--- src/rtl/operand_fetch_sched.sv ---
// operand_fetch_sched: schedules banked vector register file reads for one operand set.
// Each set carries two source vregs per group and one mask per group.
// Bank conflicts are resolved over several FETCH cycles. Within a bank, the winner is found
// by a circular search from a per-set start pointer, and ports that name the same register
// share the winner's read.
// Optional feature: define OPFETCH_CONFLICT_STATS_EN to add the conflict_cnt output.
module operand_fetch_sched #(
    parameter int unsigned NUM_GROUPS = 2,
    parameter int unsigned NUM_BANKS  = 4,
    parameter int unsigned REG_IDX_W  = 5,
    localparam int unsigned READ_PORTS = 2 * NUM_GROUPS,
    localparam int unsigned BSEL_W     = $clog2(NUM_BANKS),
    localparam int unsigned PTR_W      = $clog2(READ_PORTS)
) (
    input  logic                            CLK,
    input  logic                            nRST,
    input  logic                            req_valid,
    output logic                            req_ready,
    input  logic [READ_PORTS*REG_IDX_W-1:0] req_vs,
    input  logic [READ_PORTS-1:0]           req_use,
    input  logic [NUM_GROUPS*REG_IDX_W-1:0] req_vm,
    input  logic [NUM_GROUPS-1:0]           req_muse,
    output logic [NUM_BANKS-1:0]            bank_rd_en,
    output logic [NUM_BANKS*REG_IDX_W-1:0]  bank_rd_idx,
    output logic [NUM_GROUPS-1:0]           mask_rd_en,
    output logic [NUM_GROUPS*REG_IDX_W-1:0] mask_rd_idx,
    output logic [READ_PORTS*BSEL_W-1:0]    port_bsel,
    output logic [READ_PORTS-1:0]           dvalid,
    output logic [NUM_GROUPS-1:0]           mvalid,
    input  logic                            out_ready,
`ifdef OPFETCH_CONFLICT_STATS_EN
    output logic [15:0]                     conflict_cnt,
`endif
    output logic                            done
);

    typedef enum logic [1:0] {
        StIdle  = 2'd0,
        StFetch = 2'd1,
        StDrain = 2'd2,
        StHold  = 2'd3
    } state_e;

    state_e state_q, state_d;

    logic [READ_PORTS-1:0]           pending_q, pending_d;
    logic [PTR_W-1:0]                rr_ptr_q;
    logic [PTR_W-1:0]                start_q;
    logic                            first_q;
    logic [READ_PORTS*REG_IDX_W-1:0] vs_q;
    logic [NUM_GROUPS*REG_IDX_W-1:0] vm_q;
    logic [NUM_GROUPS-1:0]           muse_q;
    logic [READ_PORTS-1:0]           dvalid_q;
    logic [NUM_GROUPS-1:0]           mvalid_q;
    logic [READ_PORTS*BSEL_W-1:0]    bsel_q;

    logic                            accept;
    logic                            fetch_active;
    logic [READ_PORTS-1:0]           grant;
    logic [NUM_BANKS-1:0]            bank_found;
    logic [REG_IDX_W-1:0]            bank_idx [NUM_BANKS];

    assign dvalid    = dvalid_q;
    assign mvalid    = mvalid_q;
    assign port_bsel = bsel_q;

    // Per-bank winner: first pending port mapping to the bank, searched circularly from start_q
    always_comb begin
        int unsigned p;
        for (int b = 0; b < int'(NUM_BANKS); b++) begin
            bank_found[b] = 1'b0;
            bank_idx[b]   = '0;
        end
        for (int b = 0; b < int'(NUM_BANKS); b++) begin
            for (int k = 0; k < int'(READ_PORTS); k++) begin
                p = int'(start_q) + k;
                if (p >= READ_PORTS) begin
                    p = p - READ_PORTS;
                end
                if (!bank_found[b] && pending_q[p] &&
                    (vs_q[p*REG_IDX_W +: BSEL_W] == BSEL_W'(b))) begin
                    bank_found[b] = 1'b1;
                    bank_idx[b]   = vs_q[p*REG_IDX_W +: REG_IDX_W];
                end
            end
        end
    end

    // Grant every pending port whose register equals its bank's winning index (broadcast)
    always_comb begin
        logic [BSEL_W-1:0] pb;
        grant = '0;
        pb    = '0;
        for (int p = 0; p < int'(READ_PORTS); p++) begin
            pb       = vs_q[p*REG_IDX_W +: BSEL_W];
            grant[p] = pending_q[p] && bank_found[pb] &&
                       (vs_q[p*REG_IDX_W +: REG_IDX_W] == bank_idx[pb]);
        end
    end

    // Next-state and strobe decode; read strobes exist only in FETCH, so reset kills them at once
    always_comb begin
        state_d      = state_q;
        pending_d    = pending_q;
        req_ready    = 1'b0;
        accept       = 1'b0;
        fetch_active = 1'b0;
        done         = 1'b0;
        bank_rd_en   = '0;
        bank_rd_idx  = '0;
        mask_rd_en   = '0;
        mask_rd_idx  = '0;
        unique case (state_q)
            StIdle: begin
                req_ready = 1'b1;
                if (req_valid) begin
                    accept    = 1'b1;
                    pending_d = req_use;
                    state_d   = StFetch;
                end
            end
            StFetch: begin
                fetch_active = 1'b1;
                bank_rd_en   = bank_found;
                for (int b = 0; b < int'(NUM_BANKS); b++) begin
                    if (bank_found[b]) begin
                        bank_rd_idx[b*REG_IDX_W +: REG_IDX_W] = bank_idx[b];
                    end
                end
                // Masks have their own file and never conflict: read them once, up front
                if (first_q) begin
                    mask_rd_en = muse_q;
                    for (int g = 0; g < int'(NUM_GROUPS); g++) begin
                        if (muse_q[g]) begin
                            mask_rd_idx[g*REG_IDX_W +: REG_IDX_W] =
                                vm_q[g*REG_IDX_W +: REG_IDX_W];
                        end
                    end
                end
                pending_d = pending_q & ~grant;
                if (pending_d == '0) begin
                    state_d = StDrain;
                end
            end
            StDrain: begin
                done    = 1'b1;
                state_d = out_ready ? StIdle : StHold;
            end
            StHold: begin
                done = 1'b1;
                if (out_ready) begin
                    state_d = StIdle;
                end
            end
            default: begin
                state_d = StIdle;
            end
        endcase
    end

    // State, pending mask and round-robin pointer
    always_ff @(posedge CLK or negedge nRST) begin
        if (!nRST) begin
            state_q   <= StIdle;
            pending_q <= '0;
            rr_ptr_q  <= '0;
            start_q   <= '0;
            first_q   <= 1'b0;
        end else begin
            state_q   <= state_d;
            pending_q <= pending_d;
            if (accept) begin
                // The set searches from the current pointer; the pointer moves once per set
                start_q  <= rr_ptr_q;
                rr_ptr_q <= (rr_ptr_q == PTR_W'(READ_PORTS - 1)) ? '0 : rr_ptr_q + PTR_W'(1);
                first_q  <= 1'b1;
            end else if (fetch_active) begin
                first_q <= 1'b0;
            end
        end
    end

    // Latched operand set, held for the whole FETCH phase
    always_ff @(posedge CLK or negedge nRST) begin
        if (!nRST) begin
            vs_q   <= '0;
            vm_q   <= '0;
            muse_q <= '0;
        end else if (accept) begin
            vs_q   <= req_vs;
            vm_q   <= req_vm;
            muse_q <= req_muse;
        end
    end

    // Data-side outputs lag the grant by the 1-cycle register file read latency
    always_ff @(posedge CLK or negedge nRST) begin
        if (!nRST) begin
            dvalid_q <= '0;
            mvalid_q <= '0;
            bsel_q   <= '0;
        end else begin
            dvalid_q <= fetch_active ? grant : '0;
            mvalid_q <= mask_rd_en;
            for (int p = 0; p < int'(READ_PORTS); p++) begin
                if (fetch_active && grant[p]) begin
                    bsel_q[p*BSEL_W +: BSEL_W] <= vs_q[p*REG_IDX_W +: BSEL_W];
                end
            end
        end
    end

`ifdef OPFETCH_CONFLICT_STATS_EN
    logic [15:0] conflict_cnt_q;

    assign conflict_cnt = conflict_cnt_q;

    // Count FETCH cycles that leave work behind, saturating
    always_ff @(posedge CLK or negedge nRST) begin
        if (!nRST) begin
            conflict_cnt_q <= '0;
        end else if (fetch_active && (pending_d != '0) && (conflict_cnt_q != 16'hFFFF)) begin
            conflict_cnt_q <= conflict_cnt_q + 16'd1;
        end
    end
`endif

endmodule
--- config.mk ---
export PLATFORM = sky130hd
export DESIGN_NAME = operand_fetch_sched
export DESIGN_NICKNAME = d
export VERILOG_FILES = /design/src/rtl/operand_fetch_sched.sv
export SDC_FILE = /design/constraint.sdc
export NUM_CORES = 1
export LEC_CHECK = 0
export ABC_AREA = 1
export BUFFER_PORTS_ARGS = -buffer_cell sky130_fd_sc_hd__buf_2
export CAP_MARGIN = 15
export CORE_UTILIZATION = 53
export CTS_CLUSTER_DIAMETER = 50
export DETAILED_ROUTE_END_ITERATION = 16
export GPL_TIMING_DRIVEN = 0
export MAX_ROUTING_LAYER = met4
export PLACE_DENSITY = 0.79
export SYNTH_ARGS = -nofsm -noshare
export SYNTH_HDL_FRONTEND = slang
export SYNTH_SLANG_ARGS = --single-unit
export TNS_END_PERCENT = 100
--- constraint.sdc ---
create_clock -name CLK -period 4.46 [get_ports CLK]
set_input_delay 0.669 -clock CLK [delete_from_list [all_inputs] [get_ports CLK]]
set_output_delay 0.669 -clock CLK [all_outputs]
set_load 0.01 [all_outputs]
==> impl_metrics.json <==
{
  "r2r_start": "start_q[0]$_DFFE_PN0P_",
  "r2r-end": "state_q[0]$_DFFE_PN0P_",
  "drtAntennaViolNets": 0,
  "fp.dieW_um": 108,
  "post-route-util": 0.697,
  "core_area_um2": 10900,
  "synth-seq-cells": 57,
  "syn_area_um2": 5980,
  "dieArea_um2": 11700,
  "grt_remaining_overflow": 0,
  "numCtsBuffers": 9,
  "worstSetupPathType": "register to primary output",
  "gp_congestion": 1.07,
  "synth_ff_type": "dfrtp_1",
  "synth_top_area_share": 0.245,
  "area_growth_pct": 27.4,
  "fillers": 1002,
  "wire_per_inst_um": 17.9,
  "worst_pin_slew_ns": 0.972,
  "critPathLaunch": "start_q[0]$_DFFE_PN0P_",
  "place_hpwl_mm": 17.6,
  "clk_path_buf_depth": 2,
  "netlist_instances": 1034,
  "critical-path-slowest-cell": "fa_2",
  "cts_tree": "yes",
  "path_cells": "buf_4 > inv_4 > buf_12 > ha_2 > nand2_2 > inv_1 > ha_1 > nand2_1 > fa_2 > buf_4 > o2111ai_1 > o21ai_2 > nand4_1 > buf_4 > a21oi_2 > buf_2",
  "grt_first_pass_wirelength_mm": 35.3,
  "r2r_cells": 31,
  "grt_pass1_vias": 6757,
  "synth_cell_types": 44,
  "drive_above_1_share": 0.237,
  "max_stage_delay_ns": 0.57,
  "max_freq_mhz": 229,
  "synth_area_per_cell_um2": 5.79,
  "ys_seq_area_frac": 0.238,
  "status": "complete, no violations",
  "setup_viol": 0,
  "fin_crit_sh": 0.979,
  "m1WireLength_mm": 9.72,
  "r2r_setup_slack_ns": 0.21,
  "critPathBufInv": 7,
  "h-tree-depth": 3,
  "cts.sinks": 57,
  "drv_cap": 0,
  "critical_path_required_ns": 3.79,
  "setup_ws_ns": 0.0918,
  "yosys_warnings": 0,
  "rows": 38,
  "top_layer": "met4",
  "vias": 7816,
  "hold_ws_ns": 0.317,
  "yosys-top-cells-area": "nand2_1 24%, dfrtp_1 24%, nand3_1 15%",
  "antennaDiodeCount": 0,
  "yosysTopAreaCell": "nand2_1",
  "wirelength_mm": 23.5,
  "worst_setup_path_end_kind": "primary output",
  "hold_class": "input port to asynchronous set/reset pin",
  "period_needed_ns": 4.37,
  "drt_pass1_iterations": 9,
  "cts.clk_slew.worst_paths_ns": 0.05,
  "async_reset_ff_frac": 1.00,
  "drtIter0Drc": 941,
  "finClkSkew_ns": 0.00505,
  "max_slew_margin": 0.349,
  "port_buffers": 87,
  "clockRootBuffer": "clkbuf_16",
  "io-pin-count": 92,
  "route.met2.wl_mm": 9.75,
  "track_usage": 0.413,
  "worst_ep_arrival_time_ns": 3.70,
  "cp_top_family": "buffers and inverters",
  "clock_latency_ns": 0.33,
  "drc_errors": 0,
  "place_ws_ns": -0.596,
  "startpoint_type": "register",
  "crit_fanout": 10,
  "synth_edf_count": 0,
  "start_util": 0.547,
  "postCtsHoldBufs": 0,
  "placed_area_um2": 6630,
  "fin_area_um2": 7620,
  "via_per_inst": 5.96,
  "antenna_found_initial": 0,
  "maxSlewViolCount": 0,
  "finalHoldViolCount": 0,
  "route.met3.wl_mm": 2.97,
  "die_h_um": 108,
  "grt_max_degree": 36,
  "grt_setup_unrepaired": "yes",
  "nNetsFinal": 1221,
  "crit_top_cell": "buf_4"
}
[final cells by class]
type / instances / area, µm² / area share
Buffer: 35 / 226 / 0.0297
Sequential cell: 57 / 1430 / 0.187
Timing Repair Buffer: 120 / 733 / 0.0962
Tap cell: 140 / 175 / 0.0230
Inverter: 105 / 402 / 0.0527
Clock inverter: 7 / 53.8 / 0.00706
Multi-Input combinational cell: 839 / 4380 / 0.574
Clock buffer: 9 / 225 / 0.0295
[metal layers]
metal | vias to the layer above | global-route usage
met2 | 537 | 0.586
met5 | - | -
met3 | 95 | 0.0946
met4 | 0 | 0.163
li1 | 3663 | -
met1 | 3521 | 0.566
[placed cells by master, fill, tap and decap left out, types with 3 or more instances in the layout]
cell type,Yosys,layout
inv_2,18,18
ha_4,0,4
inv_4,0,3
nand2_2,4,30
o21ai_2,4,4
nor2_2,9,11
buf_4,6,36
clkbuf_16,0,9
buf_2,9,93
nand3_4,0,7
nand4_1,18,18
nor2_1,75,60
o31ai_1,3,3
nand3_1,174,167
a21oi_2,3,11
o21ai_1,14,12
o221ai_1,4,4
o21ai_0,47,47
nor2_4,5,18
a21oi_1,27,19
ha_1,13,7
o2111ai_1,3,3
clkbuf_1,14,14
nand3_2,5,5
inv_1,85,82
o211ai_1,5,5
conb_1,1,4
nand2_1,390,362
buf_6,5,5
buf_12,0,3
clkinvlp_4,0,3
dfrtp_1,57,55
o21a_1,9,9
nand3b_1,4,4
[cell families after synthesis]
logic type | Yosys count | share of synthesized area
XOR/XNOR | 1 | 0.00146
adder cells (fa/ha/maj) | 14 | 0.0305
AND/OR/NAND/NOR | 691 | 0.501
flip-flops | 57 | 0.238
buffers and inverters | 141 | 0.100
AO/OA/AOI/OAI | 129 | 0.128
other | 1 | 0.000627
[what timing repair did]
action                                  4_1_cts  5_1_grt
hold endpoints to repair                      0        0
pin swaps                                    11       28
resized for setup                            53       61
setup buffers                                20       11
gates cloned                                  1        0
endpoints found under the setup margin       38       37
[synthesized netlist by cell type (2+ instances only)]
library cell	n
o21ai_0	47
a21oi_1	27
inv_2	18
buf_1	2
nand4_1	18
nand2_2	4
o22ai_1	2
inv_1	85
o21ai_1	14
buf_2	9
o31ai_1	3
clkinv_1	2
nor2_4	5
nor2_2	9
o21bai_1	2
nor3_1	3
nor2_1	75
a21oi_2	3
dfrtp_1	57
clkbuf_1	14
buf_4	6
nand3b_1	4
nand3_2	5
buf_6	5
o21a_1	9
a31oi_1	2
nand3_1	174
o211ai_1	5
nand2_1	390
o2111ai_1	3
o221ai_1	4
ha_1	13
o21ai_2	4
[through the flow]
step	setup TNS, ns	instances
detailed placement	-15.34	1265
floorplan	0	1037
CTS	0	1301
global route	-0.468	1312
global placement	-16.12	1264
finish	0	1312
[worst register-to-register path, delay by kind of cell, from the launching register on]
family,cells,cell delay [ns]
and+or+nand+nor,20,1.83
adders and majority gates,3,0.92
buffers and inverters,7,0.85
DFF,1,0.41
AOI/OAI and AO/OA,1,0.15
[state kept, by name, indices dropped and copies added, names as in the netlist, 4 cells and up]
name	count
vm_q	10
vs_q	20
dvalid	4
port_bsel	8
pending_q	4
[worst max-delay path by stage]
stage / slack (ns) / cells after the start / endpoint
4_1_cts: 0.008 / 22 / bank_rd_idx[9]
2_1_floorplan: 0.38 / 19 / bank_rd_idx[17]
3_3_place_gp: -0.62 / 28 / state_q[0]$_DFFE_PN0P_
6_report: 0.09 / 16 / bank_rd_idx[14]
3_5_place_dp: -0.60 / 25 / state_q[0]$_DFFE_PN0P_
5_1_grt: -0.07 / 30 / state_q[0]$_DFFE_PN0P_
Power is not shown: default switching activity piles up to over one toggle a cycle in this logic, so the estimate is an artifact.
